$ cat src/rtl/updown_counter.sv
// Parametrised up/down counter with wrap/saturate, load, Gray output.
// Next-state logic feeds a bank of single-bit D flip-flops.
module updown_counter #(
  parameter int WIDTH    = 4,
  parameter int MODULUS  = 2**WIDTH,
  parameter bit SATURATE = 1'b0
) (
  input  logic             clock,
  input  logic             resetn,
  input  logic             enable,
  input  logic             up,
  input  logic             load,
  input  logic [WIDTH-1:0] load_value,
  output logic [WIDTH-1:0] count,
  output logic [WIDTH-1:0] gray,
  output logic             terminal,
  output logic             overflow
);

  localparam logic [WIDTH:0] MAX = (WIDTH+1)'(MODULUS - 1);
  localparam logic [WIDTH:0] ONE = (WIDTH+1)'(1);

  logic [WIDTH:0]   ext;
  logic [WIDTH:0]   lv;
  logic [WIDTH:0]   next_wide;
  logic [WIDTH-1:0] next_count;
  logic             next_ovf;
  logic             at_max;
  logic             at_zero;
  logic             unused_msb;

  assign ext     = {1'b0, count};
  assign at_max  = (ext == MAX);
  assign at_zero = (count == '0);
  assign lv      = ({1'b0, load_value} > MAX)
                 ? MAX : {1'b0, load_value};

  // Next count and overflow; reset is folded in here so it stays synchronous.
  always_comb begin
    next_wide = ext;
    next_ovf  = 1'b0;
    if (!resetn) begin
      next_wide = '0;
    end else if (load) begin
      next_wide = lv;
    end else if (enable) begin
      if (up) begin
        if (at_max) begin
          next_ovf  = 1'b1;
          next_wide = SATURATE ? ext : '0;
        end else begin
          next_wide = ext + ONE;
        end
      end else begin
        if (at_zero) begin
          next_ovf  = 1'b1;
          next_wide = SATURATE ? ext : MAX;
        end else begin
          next_wide = ext - ONE;
        end
      end
    end
  end

  assign next_count = next_wide[WIDTH-1:0];
  assign unused_msb = next_wide[WIDTH];

  for (genvar i = 0; i < WIDTH; i++) begin : g_bits
    DFlipFlop u_bit (
      .clock (clock),
      .d     (next_count[i]),
      .q     (count[i])
    );
  end

  DFlipFlop u_ovf (
    .clock (clock),
    .d     (next_ovf),
    .q     (overflow)
  );

  assign gray     = count ^ (count >> 1);
  assign terminal = (up & at_max) | (~up & at_zero);

endmodule

module DFlipFlop (
  input  logic clock,
  input  logic d,
  output logic q
);

  // Single storage bit.
  always_ff @(posedge clock) begin
    q <= d;
  end

endmodule

$ cat config.mk
export PLATFORM = sky130hd
export DESIGN_NAME = updown_counter
export DESIGN_NICKNAME = d
export VERILOG_FILES = /design/src/rtl/updown_counter.sv
export SDC_FILE = /design/constraint.sdc
export NUM_CORES = 1
export LEC_CHECK = 0
export BUFFER_PORTS_ARGS = -buffer_cell sky130_fd_sc_hd__buf_2
export CORE_AREA = 5 5 42 44
export CTS_CLUSTER_SIZE = 24
export DETAILED_ROUTE_END_ITERATION = 16
export DIE_AREA = 0 0 47 49
export GPL_ROUTABILITY_DRIVEN = 0
export SYNTH_ARGS = -nofsm -noshare
export SYNTH_HDL_FRONTEND = slang
export SYNTH_SLANG_ARGS = --single-unit
$ cat constraint.sdc
create_clock -name clock -period 1.5 [get_ports clock]
set_input_delay 0.15 -clock clock [delete_from_list [all_inputs] [get_ports clock]]
set_output_delay 0.15 -clock clock [all_outputs]
set_load 0.005 [all_outputs]
== Word level (Yosys, flattened, before mapping) ==
Index checks and enable logic that the tools add are counted.

* Register bits: 5
* Latch bits: 0
* Bits in writable memories: 0
* ROM bits: 0
* Input bits: 9
* Output and inout bits: 10
* Memories: 0

* $add $sub $neg: 2
* $mul: 0
* Div/mod/pow operators: 0
* Order comparisons: 0
* Equality and inequality tests: 1
* Shift operators: 0
* Muxes and demuxes: 8
* Bitwise logic cells: 7
* Reductions and logical operators: 3

{| class="wikitable"
|+ Operators by type and width
! operator !! number
|-
| two-way mux 4 bit || 5
|-
| adder 4 x 1 -> 4 bit, second input constant || 1
|-
| == test 4 bit, second input constant || 1
|-
| logical NOT 4 bit || 1
|-
| subtractor 4 x 1 -> 4 bit, second input constant || 1
|-
| XOR 4 x 3 -> 4 bit || 1
|-
| two-way mux 1 bit || 3
|-
| inverter 1 bit || 3
|-
| OR reduction 3 bit || 1
|-
| bitwise AND 1 bit || 2
|-
| nonzero test 2 bit || 1
|-
| bitwise OR 1 bit || 1
|}

== Depth between registers and ports, before layout ==
Gate-level depths: netlist of run 1.

* Depth after elaboration: 5
* Gate-level depth with buffers: 6
* Depth with buffers taken out: 6

== Cells and area by module ==
A second synthesis of run 1 with hierarchy kept.

* Cells, all modules: 54
* Area, all modules: 437.9 um^2

{| class="wikitable"
|+ Modules (own cells, without submodules)
! module !! times used !! cells an instance !! area an instance (um^2)
|-
| updown_counter || 1 || 49 || 337.8
|-
| DFlipFlop || 5 || 1 || 20.0
|}

== Worst setup path after synthesis of run 1 ==
No wires, ideal clock.

* Path type: register to register
* From: register g_bits[1].u_bit.q
* To: register g_bits[3].u_bit.q
* Library setup time: 0.123 ns
* Data arrival time: 1.174 ns
* Data required time: 1.377 ns
* Setup slack: 0.203 ns
* Cell stages (with the launch flop): 7
* Buffers on the path: 0
* Cell sequence: dfxtp_1 -> inv_1 -> ha_1 -> a21boi_2 -> xnor2_1 -> o221ai_2 -> nor3b_2

* Longest elaborated chain between the ends: 5

{| class="wikitable"
|+ Ends and longest elaborated chain
! element !! RTL line !! text
|-
| start, declared || 90 || <nowiki>output logic q</nowiki>
|-
| start signal, assigned || 95 || <nowiki>q <= d;</nowiki>
|-
| subtractor 4 x 1 -> 4 bit (tied with other cells) || 59 || <nowiki>next_wide = ext - ONE;</nowiki>
|-
| two-way mux 4 bit, on equally long branches || 55, 48 ||
|-
| two-way mux 4 bit (*) || 47 || <nowiki>if (up) begin</nowiki>
|-
| two-way mux 4 bit (*) || 46 || <nowiki>end else if (enable) begin</nowiki>
|-
| two-way mux 4 bit (*) || 44 || <nowiki>end else if (load) begin</nowiki>
|-
| end signal, assigned || 95 ||
|-
| end, declared || 90 ||
|}

Every way passes the cells marked *; elsewhere a longest branch is shown, timed or not. The select of a mux whose other input is x is not followed.
A chain may end at the register's enable or synchronous reset.

== Final worst setup path of run 1 ==
* From: register g_bits[1].u_bit.q
* To: output port terminal

* Longest elaborated chain between the ends: 3

{| class="wikitable"
|+ Ends and longest elaborated chain
! element !! RTL line !! text
|-
| == test 4 bit or logical NOT 4 bit (tied branches) || 33, 34 ||
|-
| bitwise AND 1 bit || 83 || <nowiki>assign terminal = (up & at_max) | (~up & at_zero);</nowiki>
|-
| bitwise OR 1 bit (*) || 83 ||
|-
| end, declared || 16 || <nowiki>output logic terminal,</nowiki>
|}

Every way passes the cells marked *; elsewhere a longest branch is shown, timed or not.

==> flow_metrics.env, run 1 <==
export IMPL_fp_row_count=14
export IMPL_rrSetupSlack_ps=140
export IMPL_syn_to_final_growth_pct=23.6
export IMPL_crit_path_start_kind="flip-flop"
export IMPL_yosysTopAreaCell="dfxtp_1"
export IMPL_antenna_cells=0
export IMPL_min_period_ps=1420
export IMPL_cp_required_ps=1350
export IMPL_grt_max_degree=12
export IMPL_synth_top_cell_area_share=0.212
export IMPL_cts_htree_levels=1
export IMPL_clk_pin_slew_ps=50
export IMPL_initial_core_util=0.337
export IMPL_r2r_start="g_bits[1].u_bit.q$_SDFFE_PN0P_"
export IMPL_critPathMaxFanout=5
export IMPL_overflow=0
export IMPL_nets=92
export IMPL_final_util=0.416
export IMPL_antenna_left=0
export IMPL_cap_violations=0
export IMPL_dieArea_um2=2300
export IMPL_yosysUniqueCellTypes=23
export IMPL_cts_buffers=3
export IMPL_tns_ps=0
export IMPL_critPathKind="flip-flop to output pin"
export IMPL_drt_iter0_drc=8
export IMPL_slew_headroom=0.855
export IMPL_min_from="load_value[1]"
export IMPL_postPlaceCellArea_um2=547
export IMPL_netlist_top_cells_area="dfxtp_1 21%, ha_1 19%, buf_4 9.5%"
export IMPL_min_to="g_bits[1].u_bit.q$_SDFFE_PN0P_"
export IMPL_clock_path_buffers=2
export IMPL_postCtsHoldBufs=0
export IMPL_place_inst=87
export IMPL_vias=451
export IMPL_die_h_um=49
export IMPL_hp_class="primary input to flip-flop"
export IMPL_drive_gt1_frac=0.413
export IMPL_setup_worst_path_end_class="output pin"
export IMPL_hold_viol_final=0
export IMPL_fin_cells=91
export IMPL_place_ws_ps=96.1
export IMPL_die_w_um=47
export IMPL_power_leakage_nw=0.294
export IMPL_setup_viol=0
export IMPL_crit_buf_inv=2
export IMPL_r2r_end="g_bits[3].u_bit.q$_SDFFE_PN0P_"
export IMPL_wl_per_cell_um=12.4
export IMPL_skew_ps=5.42
export IMPL_max_clock_freq_mhz=706
export IMPL_final_max_slew_violation_count=0
export IMPL_grt_pass1_wl_um=1810
export IMPL_synth_edf_count=0
export IMPL_synth_main_ff_cell="dfxtp_1"
export IMPL_syn_nets=74
export IMPL_power_density_nw_per_um2=801
export IMPL_yosysSeqAreaShare=0.212
export IMPL_antenna_found_initial=0
export IMPL_drc=0
export IMPL_cts_tree="built"
export IMPL_cpLargestDelayFamily="flip-flops"
export IMPL_worst_slew_pin_slew_ps=216
export IMPL_dp_hpwl_um=876
export IMPL_clockRootBuffer="clkbuf_4"
export IMPL_synth_seq_cells=5
export IMPL_core_area_um2=1400
export IMPL_crit_arrival_ps=1270
export IMPL_totalWireLength_um=1130
export IMPL_worstRegToRegCells=6
export IMPL_crit_chain="inv_1 > ha_2 > nand2_1 > o21ai_2 > buf_2"
export IMPL_ys_warn_count=0
export IMPL_vias_per_cell=4.96
export IMPL_clock_latency_ps=240
export IMPL_critPathMaxStageDelay_ps=340
export IMPL_grt_pass1_vias=425
export IMPL_synthArstFlopShare=0
export IMPL_vdd_drop_max_mv=0.357
export IMPL_pin_count=19
export IMPL_setup_ws_ps=83.6
export IMPL_yosys_top_cells_count="7 x ha_1, 7 x inv_1, 7 x o21ai_0, 6 x buf_4"
export IMPL_syn_area_per_cell_um2=8.13
export IMPL_grt_met3_usage=0.0111
export IMPL_gr_usage_met2=0.147
export IMPL_slowest_stage="dfxtp_2"
export IMPL_portBuffers=18
export IMPL_design_area_um2=583
export IMPL_syn_area_um2=472
export IMPL_whs_path_depth=3
export IMPL_status="completed"
export IMPL_busiest_layer="met1"
export IMPL_grt_util_met1=0.149
export IMPL_track_usage=0.106
export IMPL_firstDrtPassIters=4
export IMPL_timing_final_crit_share=0.944
export IMPL_cts_sinks=5
export IMPL_synthCells=58
==> power breakdown <==
part           switching (mW)  internal (mW)  leakage [nW]  total (mW)
sequential             0.0118          0.145        0.0422       0.156
combinational          0.0769         0.0732         0.237       0.150
clock                  0.0600          0.101        0.0150       0.161
total                   0.149          0.319         0.294       0.467
==> layout by cell type (no fill, tap or decap), drive strengths merged, types with 2 or more instances in the layout <==
master / n
a31oi: 2
buf: 20
clkbuf: 4
dfxtp: 5
ha: 7
inv: 7
nand2: 5
nand3: 2
o21ai: 8
xnor2: 3
==> worst max path at each step <==
| stage | slack, ps | endpoint | cells after the start | start |
|---|---|---|---|---|
| detailed placement | 100 | g_bits[3].u_bit.q$_SDFFE_PN0P_ | 6 | g_bits[1].u_bit.q$_SDFFE_PN0P_ |
| global route | -30 | terminal | 5 | g_bits[1].u_bit.q$_SDFFE_PN0P_ |
| CTS | 40 | terminal | 5 | g_bits[1].u_bit.q$_SDFFE_PN0P_ |
| finish | 80 | terminal | 5 | g_bits[1].u_bit.q$_SDFFE_PN0P_ |
| floorplan | 200 | g_bits[3].u_bit.q$_SDFFE_PN0P_ | 6 | g_bits[1].u_bit.q$_SDFFE_PN0P_ |
| global placement | 160 | g_bits[3].u_bit.q$_SDFFE_PN0P_ | 6 | g_bits[1].u_bit.q$_SDFFE_PN0P_ |
==> area by class of cell <==
type                       instances  area (um2)
clock buffer                       4        26.3
fill                             159         818
inverter                           7        26.3
multi-input combinational         39         302
sequential                         5         104
tap                               16        20.0
timing repair buffer              20         105
==> worst reg2reg max path: cells and delay by family (launching register included) <==
kind | cells | cell delay, ps
flops | 1 | 370
compound gates | 2 | 260
fa+ha+maj | 1 | 190
xor+xnor | 1 | 180
simple gates | 1 | 160
buf+inv | 1 | 90
==> stage by stage <==
step	hold WS [ps]	total power [mW]
after floorplan	272	0.258
after detailed placement	420	0.302
after global placement	396	0.302
after global routing	180	0.507
after CTS	161	0.465
final	161	0.467
==> kinds of logic (layout without fill, tap and decap cells) <==
logic type | after synthesis | count (layout) | share of synthesized area
compound gates | 16 | 16 | 0.231
xor+xnor | 3 | 3 | 0.0557
fa+ha+maj | 7 | 7 | 0.186
buf+inv | 14 | 31 | 0.162
flops | 5 | 5 | 0.212
simple gates | 13 | 13 | 0.154
==> sequential cells by signal, summed over array words and instances, names as in the netlist <==
| name | count |
|---|---|
| g_bits.u_bit.q | 4 |
| u_ovf.q | 1 |
==> repair_timing <==
action,4_1_cts,5_1_grt
resized for setup,0,5
endpoints found under the setup margin,0,2
buffers inserted,0,0
==> layer usage <==
layer	wire, um	vias to the layer above	share of wire
li1	-	228	-
met1	516	211	0.46
met2	559	10	0.50
met3	35	2	0.031
met4	15	0	0.013
met5	0	-	0
Power figures use the tool's default switching activity.
==> run 2: changes to the inputs <==
==> constraint.sdc (replaced) <==
create_clock -name clock -period 1.2 [get_ports clock]
set_input_delay 0.12 -clock clock [delete_from_list [all_inputs] [get_ports clock]]
set_output_delay 0.12 -clock clock [all_outputs]
set_load 0.005 [all_outputs]
==> flow_metrics.env, run 2 (synthesized netlist as in run 1, its figures left out) <==
export IMPL_status="complete, but fails checks"
export IMPL_failed_checks="negative setup slack"
export IMPL_initial_core_util=0.337
export IMPL_power_density_nw_per_um2=893
export IMPL_cts_htree_levels=1
export IMPL_place_ws_ps=-91.5
export IMPL_firstDrtPassIters=4
export IMPL_critPathMaxStageDelay_ps=370
export IMPL_setup_ws_ps=-60.5
export IMPL_drt_iter0_drc=7
export IMPL_pin_count=19
export IMPL_worstRegToRegCells=6
export IMPL_r2r_end="g_bits[3].u_bit.q$_SDFFE_PN0P_"
export IMPL_track_usage=0.126
export IMPL_cts_buffers=3
export IMPL_setup_worst_path_end_class="output pin"
export IMPL_design_area_um2=773
export IMPL_cts_sinks=5
export IMPL_drc=0
export IMPL_final_max_slew_violation_count=0
export IMPL_min_period_ps=1260
export IMPL_clk_pin_slew_ps=50
export IMPL_die_h_um=49
export IMPL_slew_headroom=0.845
export IMPL_hold_viol_final=0
export IMPL_min_from="resetn"
export IMPL_grt_max_degree=12
export IMPL_die_w_um=47
export IMPL_layout_commonest_cell="buf_2"
export IMPL_antenna_left=0
export IMPL_dp_hpwl_um=986
export IMPL_whs_path_depth=2
export IMPL_critPathMaxFanout=4
export IMPL_fin_cells=99
export IMPL_crit_chain="buf_6 > ha_4 > nand3_2 > o21ai_2 > buf_2"
export IMPL_postCtsHoldBufs=0
export IMPL_postPlaceCellArea_um2=594
export IMPL_top_regs="g_bits.u_bit.q (4), u_ovf.q (1)"
export IMPL_cap_violations=0
export IMPL_clockRootBuffer="clkbuf_4"
export IMPL_antenna_cells=0
export IMPL_vias=505
export IMPL_crit_arrival_ps=1140
export IMPL_crit_path_start_kind="flip-flop"
export IMPL_drive_gt1_frac=0.651
export IMPL_vdd_drop_max_mv=0.628
export IMPL_wl_per_cell_um=13.7
export IMPL_slowest_stage="dfxtp_4"
export IMPL_place_inst=93
export IMPL_rrSetupSlack_ps=-50
export IMPL_max_clock_freq_mhz=793
export IMPL_hp_class="primary input to flip-flop"
export IMPL_final_cell_mix="18 x buf_2, 9 x buf_4, 6 x o21ai_0, 6 x ha_4"
export IMPL_overflow=0
export IMPL_top_register="g_bits.u_bit.q"
export IMPL_setup_viol=3
export IMPL_grt_pass1_vias=461
export IMPL_critPathKind="flip-flop to output pin"
export IMPL_timing_final_crit_share=1.05
export IMPL_r2r_start="g_bits[1].u_bit.q$_SDFFE_PN0P_"
export IMPL_antenna_found_initial=0
export IMPL_syn_to_final_growth_pct=63.9
export IMPL_rsz0062_at_grt="true"
export IMPL_vias_per_cell=5.10
export IMPL_worst_slew_pin_slew_ps=230
export IMPL_clock_path_buffers=2
export IMPL_grt_pass1_wl_um=2100
export IMPL_totalWireLength_um=1350
export IMPL_largest_register_ffs=4
export IMPL_power_leakage_nw=0.359
export IMPL_portBuffers=18
export IMPL_fp_row_count=14
export IMPL_nets=100
export IMPL_dieArea_um2=2300
export IMPL_clock_latency_ps=240
export IMPL_p_total_mw=0.690
export IMPL_final_util=0.552
export IMPL_core_area_um2=1400
export IMPL_skew_ps=3.08
export IMPL_cp_required_ps=1080
export IMPL_cts_tree="built"
export IMPL_min_to="g_bits[0].u_bit.q$_SDFFE_PN0P_"
==> run 2: cell count changes in the layout (fill, tap and decap cells not counted), sizes merged <==
cell	delta
buf	+8
==> run 2: power breakdown <==
| group | switching (mW) | internal (mW) |
|---|---|---|
| Combinational | 0.137 | 0.161 |
| Clock | 0.0683 | 0.126 |
| Sequential | 0.0181 | 0.180 |
| Total | 0.224 | 0.467 |
==> run 2: final cells by class <==
class                           count  area, um2
Fill cell                         138        628
Multi-Input combinational cell     39        412
Timing Repair Buffer               28        169
Sequential cell                     5        110
Inverter                            7       36.3
Clock buffer                        4       26.3
Tap cell                           16       20.0
==> run 2: what timing repair did <==
| item | 4_1_cts | 5_1_grt |
|---|---|---|
| pin swaps | 5 | 8 |
| endpoints found under the hold margin | 0 | 0 |
| resized for setup | 17 | 15 |
| setup endpoints to repair | 5 | 7 |
| buffers inserted | 1 | 1 |
==> run 2: worst max-delay path by stage <==
stage | start | end | slack, ps | cells after the start
2_1_floorplan | g_bits[1].u_bit.q$_SDFFE_PN0P_ | g_bits[3].u_bit.q$_SDFFE_PN0P_ | -50 | 6
3_3_place_gp | g_bits[1].u_bit.q$_SDFFE_PN0P_ | g_bits[3].u_bit.q$_SDFFE_PN0P_ | -40 | 6
3_5_place_dp | g_bits[1].u_bit.q$_SDFFE_PN0P_ | g_bits[3].u_bit.q$_SDFFE_PN0P_ | -90 | 6
4_1_cts | g_bits[2].u_bit.q$_SDFFE_PN0P_ | g_bits[3].u_bit.q$_SDFFE_PN0P_ | -90 | 6
5_1_grt | g_bits[3].u_bit.q$_SDFFE_PN0P_ | terminal | -120 | 5
6_report | g_bits[1].u_bit.q$_SDFFE_PN0P_ | terminal | -60 | 5
==> run 2: critical path, delay by kind of cell, from the launching register on <==
kind,cells,cell delay (ps)
buf+inv,2,240
fa+ha+maj,1,150
flops,1,370
compound gates,1,70
simple gates,1,80
==> run 2: through the flow <==
stage               hold WS [ps]  setup TNS [ps]
global route                 152            -275
CTS                          147            -173
finish                       150            -110
detailed placement           382            -122
floorplan                    242           -50.0
global placement             365           -44.8
==> run 2: layer usage <==
| metal | global-route usage | up-vias | routed length [um] |
|---|---|---|---|
| li1 | - | 247 | - |
| met4 | 0.0415 | 0 | 16 |
| met1 | 0.160 | 232 | 531 |
| met2 | 0.195 | 24 | 685 |
| met3 | 0.0406 | 2 | 119 |
| met5 | 0 | - | 0 |
==> run 3: changes to the inputs <==
--- a/config.mk
+++ b/config.mk
@@ -13,4 +13,5 @@
 export GPL_ROUTABILITY_DRIVEN = 0
 export SYNTH_ARGS = -nofsm -noshare
 export SYNTH_HDL_FRONTEND = slang
+export SYNTH_HIERARCHICAL = 1
 export SYNTH_SLANG_ARGS = --single-unit
==> flow_metrics.env, run 3 <==
export IMPL_status="complete, but fails checks"
export IMPL_failed_checks="negative setup slack"
export IMPL_top_layer="met4"
export IMPL_rsz0062_at_grt="true"
export IMPL_synth_seq_cells=5
export IMPL_rrSetupSlack_ps=-60
export IMPL_nFillCells=135
export IMPL_wl_met2_um=663
export IMPL_fp_row_count=14
export IMPL_critPathKind="flip-flop to output pin"
export IMPL_yosys_top_cells_count="7 x ha_1, 7 x inv_1, 5 x a21oi_1, 5 x dfxtp_1, 4 x o21ai_0"
export IMPL_antenna_cells=0
export IMPL_slowest_stage="dfxtp_4"
export IMPL_overflow=0
export IMPL_syn_to_final_growth_pct=74.3
export IMPL_dp_hpwl_um=994
export IMPL_layout_commonest_cell="buf_2"
export IMPL_max_clock_freq_mhz=789
export IMPL_hp_class="primary input to flip-flop"
export IMPL_netlist_top_cells_area="dfxtp_1 23%, ha_1 20%, inv_1 6.0%"
export IMPL_yosysSeqAreaShare=0.229
export IMPL_worstRegToRegCells=6
export IMPL_synthCells=54
export IMPL_met3_length_um=85
export IMPL_yosysUniqueCellTypes=23
export IMPL_wl_met1_um=552
export IMPL_final_cell_mix="18 x buf_2, 10 x buf_4, 5 x a21oi_1"
export IMPL_whs_ps=158
export IMPL_antenna_found_initial=0
export IMPL_grt_max_degree=12
export IMPL_die_w_um=47
export IMPL_core_area_um2=1400
export IMPL_yosysTopAreaCell="dfxtp_1"
export IMPL_synthArstFlopShare=0
export IMPL_cap_violations=0
export IMPL_cts_htree_levels=1
export IMPL_firstDrtPassIters=4
export IMPL_worst_slew_pin_slew_ps=271
export IMPL_synth_top_cell_area_share=0.229
export IMPL_hold_viol_final=0
export IMPL_cts_sinks=5
export IMPL_critPathMaxFanout=4
export IMPL_vdd_drop_max_mv=0.441
export IMPL_largest_register_ffs=4
export IMPL_antenna_left=0
export IMPL_setup_viol=4
export IMPL_clock_latency_ps=240
export IMPL_r2r_end="g_bits[3].u_bit/q$_DFF_P_"
export IMPL_crit_path_start_kind="flip-flop"
export IMPL_pin_count=19
export IMPL_crit_buf_inv=2
export IMPL_nets=103
export IMPL_initial_core_util=0.313
export IMPL_final_max_slew_violation_count=0
export IMPL_clock_path_buffers=2
export IMPL_grt_pass1_wl_um=2120
export IMPL_dieArea_um2=2300
export IMPL_vias_per_cell=5.11
export IMPL_cpLargestDelayFamily="flip-flops"
export IMPL_top_register="g_bits.u_bit/q"
export IMPL_clockRootBuffer="clkbuf_4"
export IMPL_cp_required_ps=1080
export IMPL_totalWireLength_um=1330
export IMPL_timing_final_crit_share=1.06
export IMPL_synth_main_ff_cell="dfxtp_1"
export IMPL_vias=521
export IMPL_wl_per_cell_um=13.1
export IMPL_setup_worst_path_start="g_bits[1].u_bit/q$_DFF_P_"
export IMPL_postCtsHoldBufs=0
export IMPL_drive_gt1_frac=0.628
export IMPL_die_h_um=49
export IMPL_path_depth=5
export IMPL_power_density_nw_per_um2=855
export IMPL_ys_warn_count=6
export IMPL_grt_pass1_vias=507
export IMPL_power_leakage_nw=0.352
export IMPL_syn_area_um2=438
export IMPL_track_usage=0.124
export IMPL_r2r_start="g_bits[1].u_bit/q$_DFF_P_"
export IMPL_crit_path_end="terminal"
export IMPL_portBuffers=18
export IMPL_crit_arrival_ps=1150
export IMPL_syn_nets=70
export IMPL_syn_area_per_cell_um2=8.11
export IMPL_final_util=0.545
export IMPL_slew_headroom=0.819
export IMPL_min_period_ps=1270
export IMPL_top_regs="g_bits.u_bit/q (4), u_ovf/q (1)"
export IMPL_drt_iter0_drc=14
export IMPL_synth_edf_count=0
export IMPL_setup_worst_path_end_class="output pin"
export IMPL_skew_ps=0.959
export IMPL_setup_ws_ps=-67.5
export IMPL_cts_tree="built"
export IMPL_clk_pin_slew_ps=50
export IMPL_drc=0
export IMPL_cts_buffers=3
export IMPL_critPathMaxStageDelay_ps=370
export IMPL_crit_chain="ha_4 > buf_6 > nand3_4 > o21ai_2 > buf_2"
[run 3: changes by cell type after synthesis, moves of 2 or more]
cell,delta
o21ai_0,-3
o21ai_1,+2
nor2b_1,+2
nand2_1,-3
buf_4,-5
xnor2_1,-2
and3_1,+3
a21oi_1,+4
[run 3: worst reg2reg max path, stage by stage, from the launching register on]
cell       delay, ps
dfxtp_4          390
inv_4             60
ha_2             160
a21boi_2         150
xnor2_1          120
o2111ai_1        190
a21oi_1           80
[run 3: worst min path at each step]
stage               slack (ps)                         to    from  cells after the start
floorplan                  250  g_bits[0].u_bit/q$_DFF_P_  resetn                      1
detailed placement         380  g_bits[0].u_bit/q$_DFF_P_  resetn                      2
CTS                        160  g_bits[2].u_bit/q$_DFF_P_  resetn                      3
finish                     160  g_bits[1].u_bit/q$_DFF_P_  resetn                      3
global placement           390  g_bits[0].u_bit/q$_DFF_P_  resetn                      2
global route               170  g_bits[1].u_bit/q$_DFF_P_  resetn                      3
[run 3: what timing repair did]
action                                 CTS  global route
pin swaps                               11             4
endpoints found under the hold margin    0             0
setup endpoints to repair                8             5
gates resized for setup                 23             3
setup buffers                            2             1
[run 3: cell type report]
cell class	count	area, um2	share of cell area
inverter	7	33.8	0.0443
sequential	5	115	0.151
clock buffer	4	26.3	0.0344
tap	16	20.0	0.0262
timing repair buffer	30	188	0.246
multi-input combinational	40	380	0.498
[run 3: cell families (layout without fill, tap and decap cells)]
| kind of cell | after synthesis | after routing | synth area share |
|---|---|---|---|
| flops | 5 | 5 | 0.229 |
| xor+xnor | 1 | 1 | 0.0200 |
| simple gates | 12 | 12 | 0.151 |
| fa+ha+maj | 7 | 7 | 0.200 |
| compound gates | 20 | 20 | 0.297 |
| buf+inv | 9 | 41 | 0.103 |
[run 3: through the flow]
step | TNS, ps | total power [mW] | instances | setup WS, ps | cell area [um2]
3_3_place_gp | -152 | 0.399 | 95 | -85.5 | 606
6_report | -185 | 0.653 | 102 | -67.5 | 763
4_1_cts | -260 | 0.651 | 101 | -79.1 | 744
3_5_place_dp | -137 | 0.400 | 95 | -79.5 | 606
2_1_floorplan | 0 | 0.306 | 54 | 0.0830 | 447
5_1_grt | -464 | 0.694 | 102 | -115 | 763
[run 3: per-layer routing]
layer  vias up  GRT usage
met3         4     0.0221
met4         0     0.0599
met5         -          0
met2        29      0.208
met1       231      0.144
li1        257          -
[run 3: power by group]
| part | leakage, nW | switching, mW | total [mW] | internal, mW |
|---|---|---|---|---|
| Combinational | 0.293 | 0.117 | 0.252 | 0.134 |
| Sequential | 0.0437 | 0.0226 | 0.200 | 0.178 |
| Clock | 0.0150 | 0.0745 | 0.201 | 0.126 |
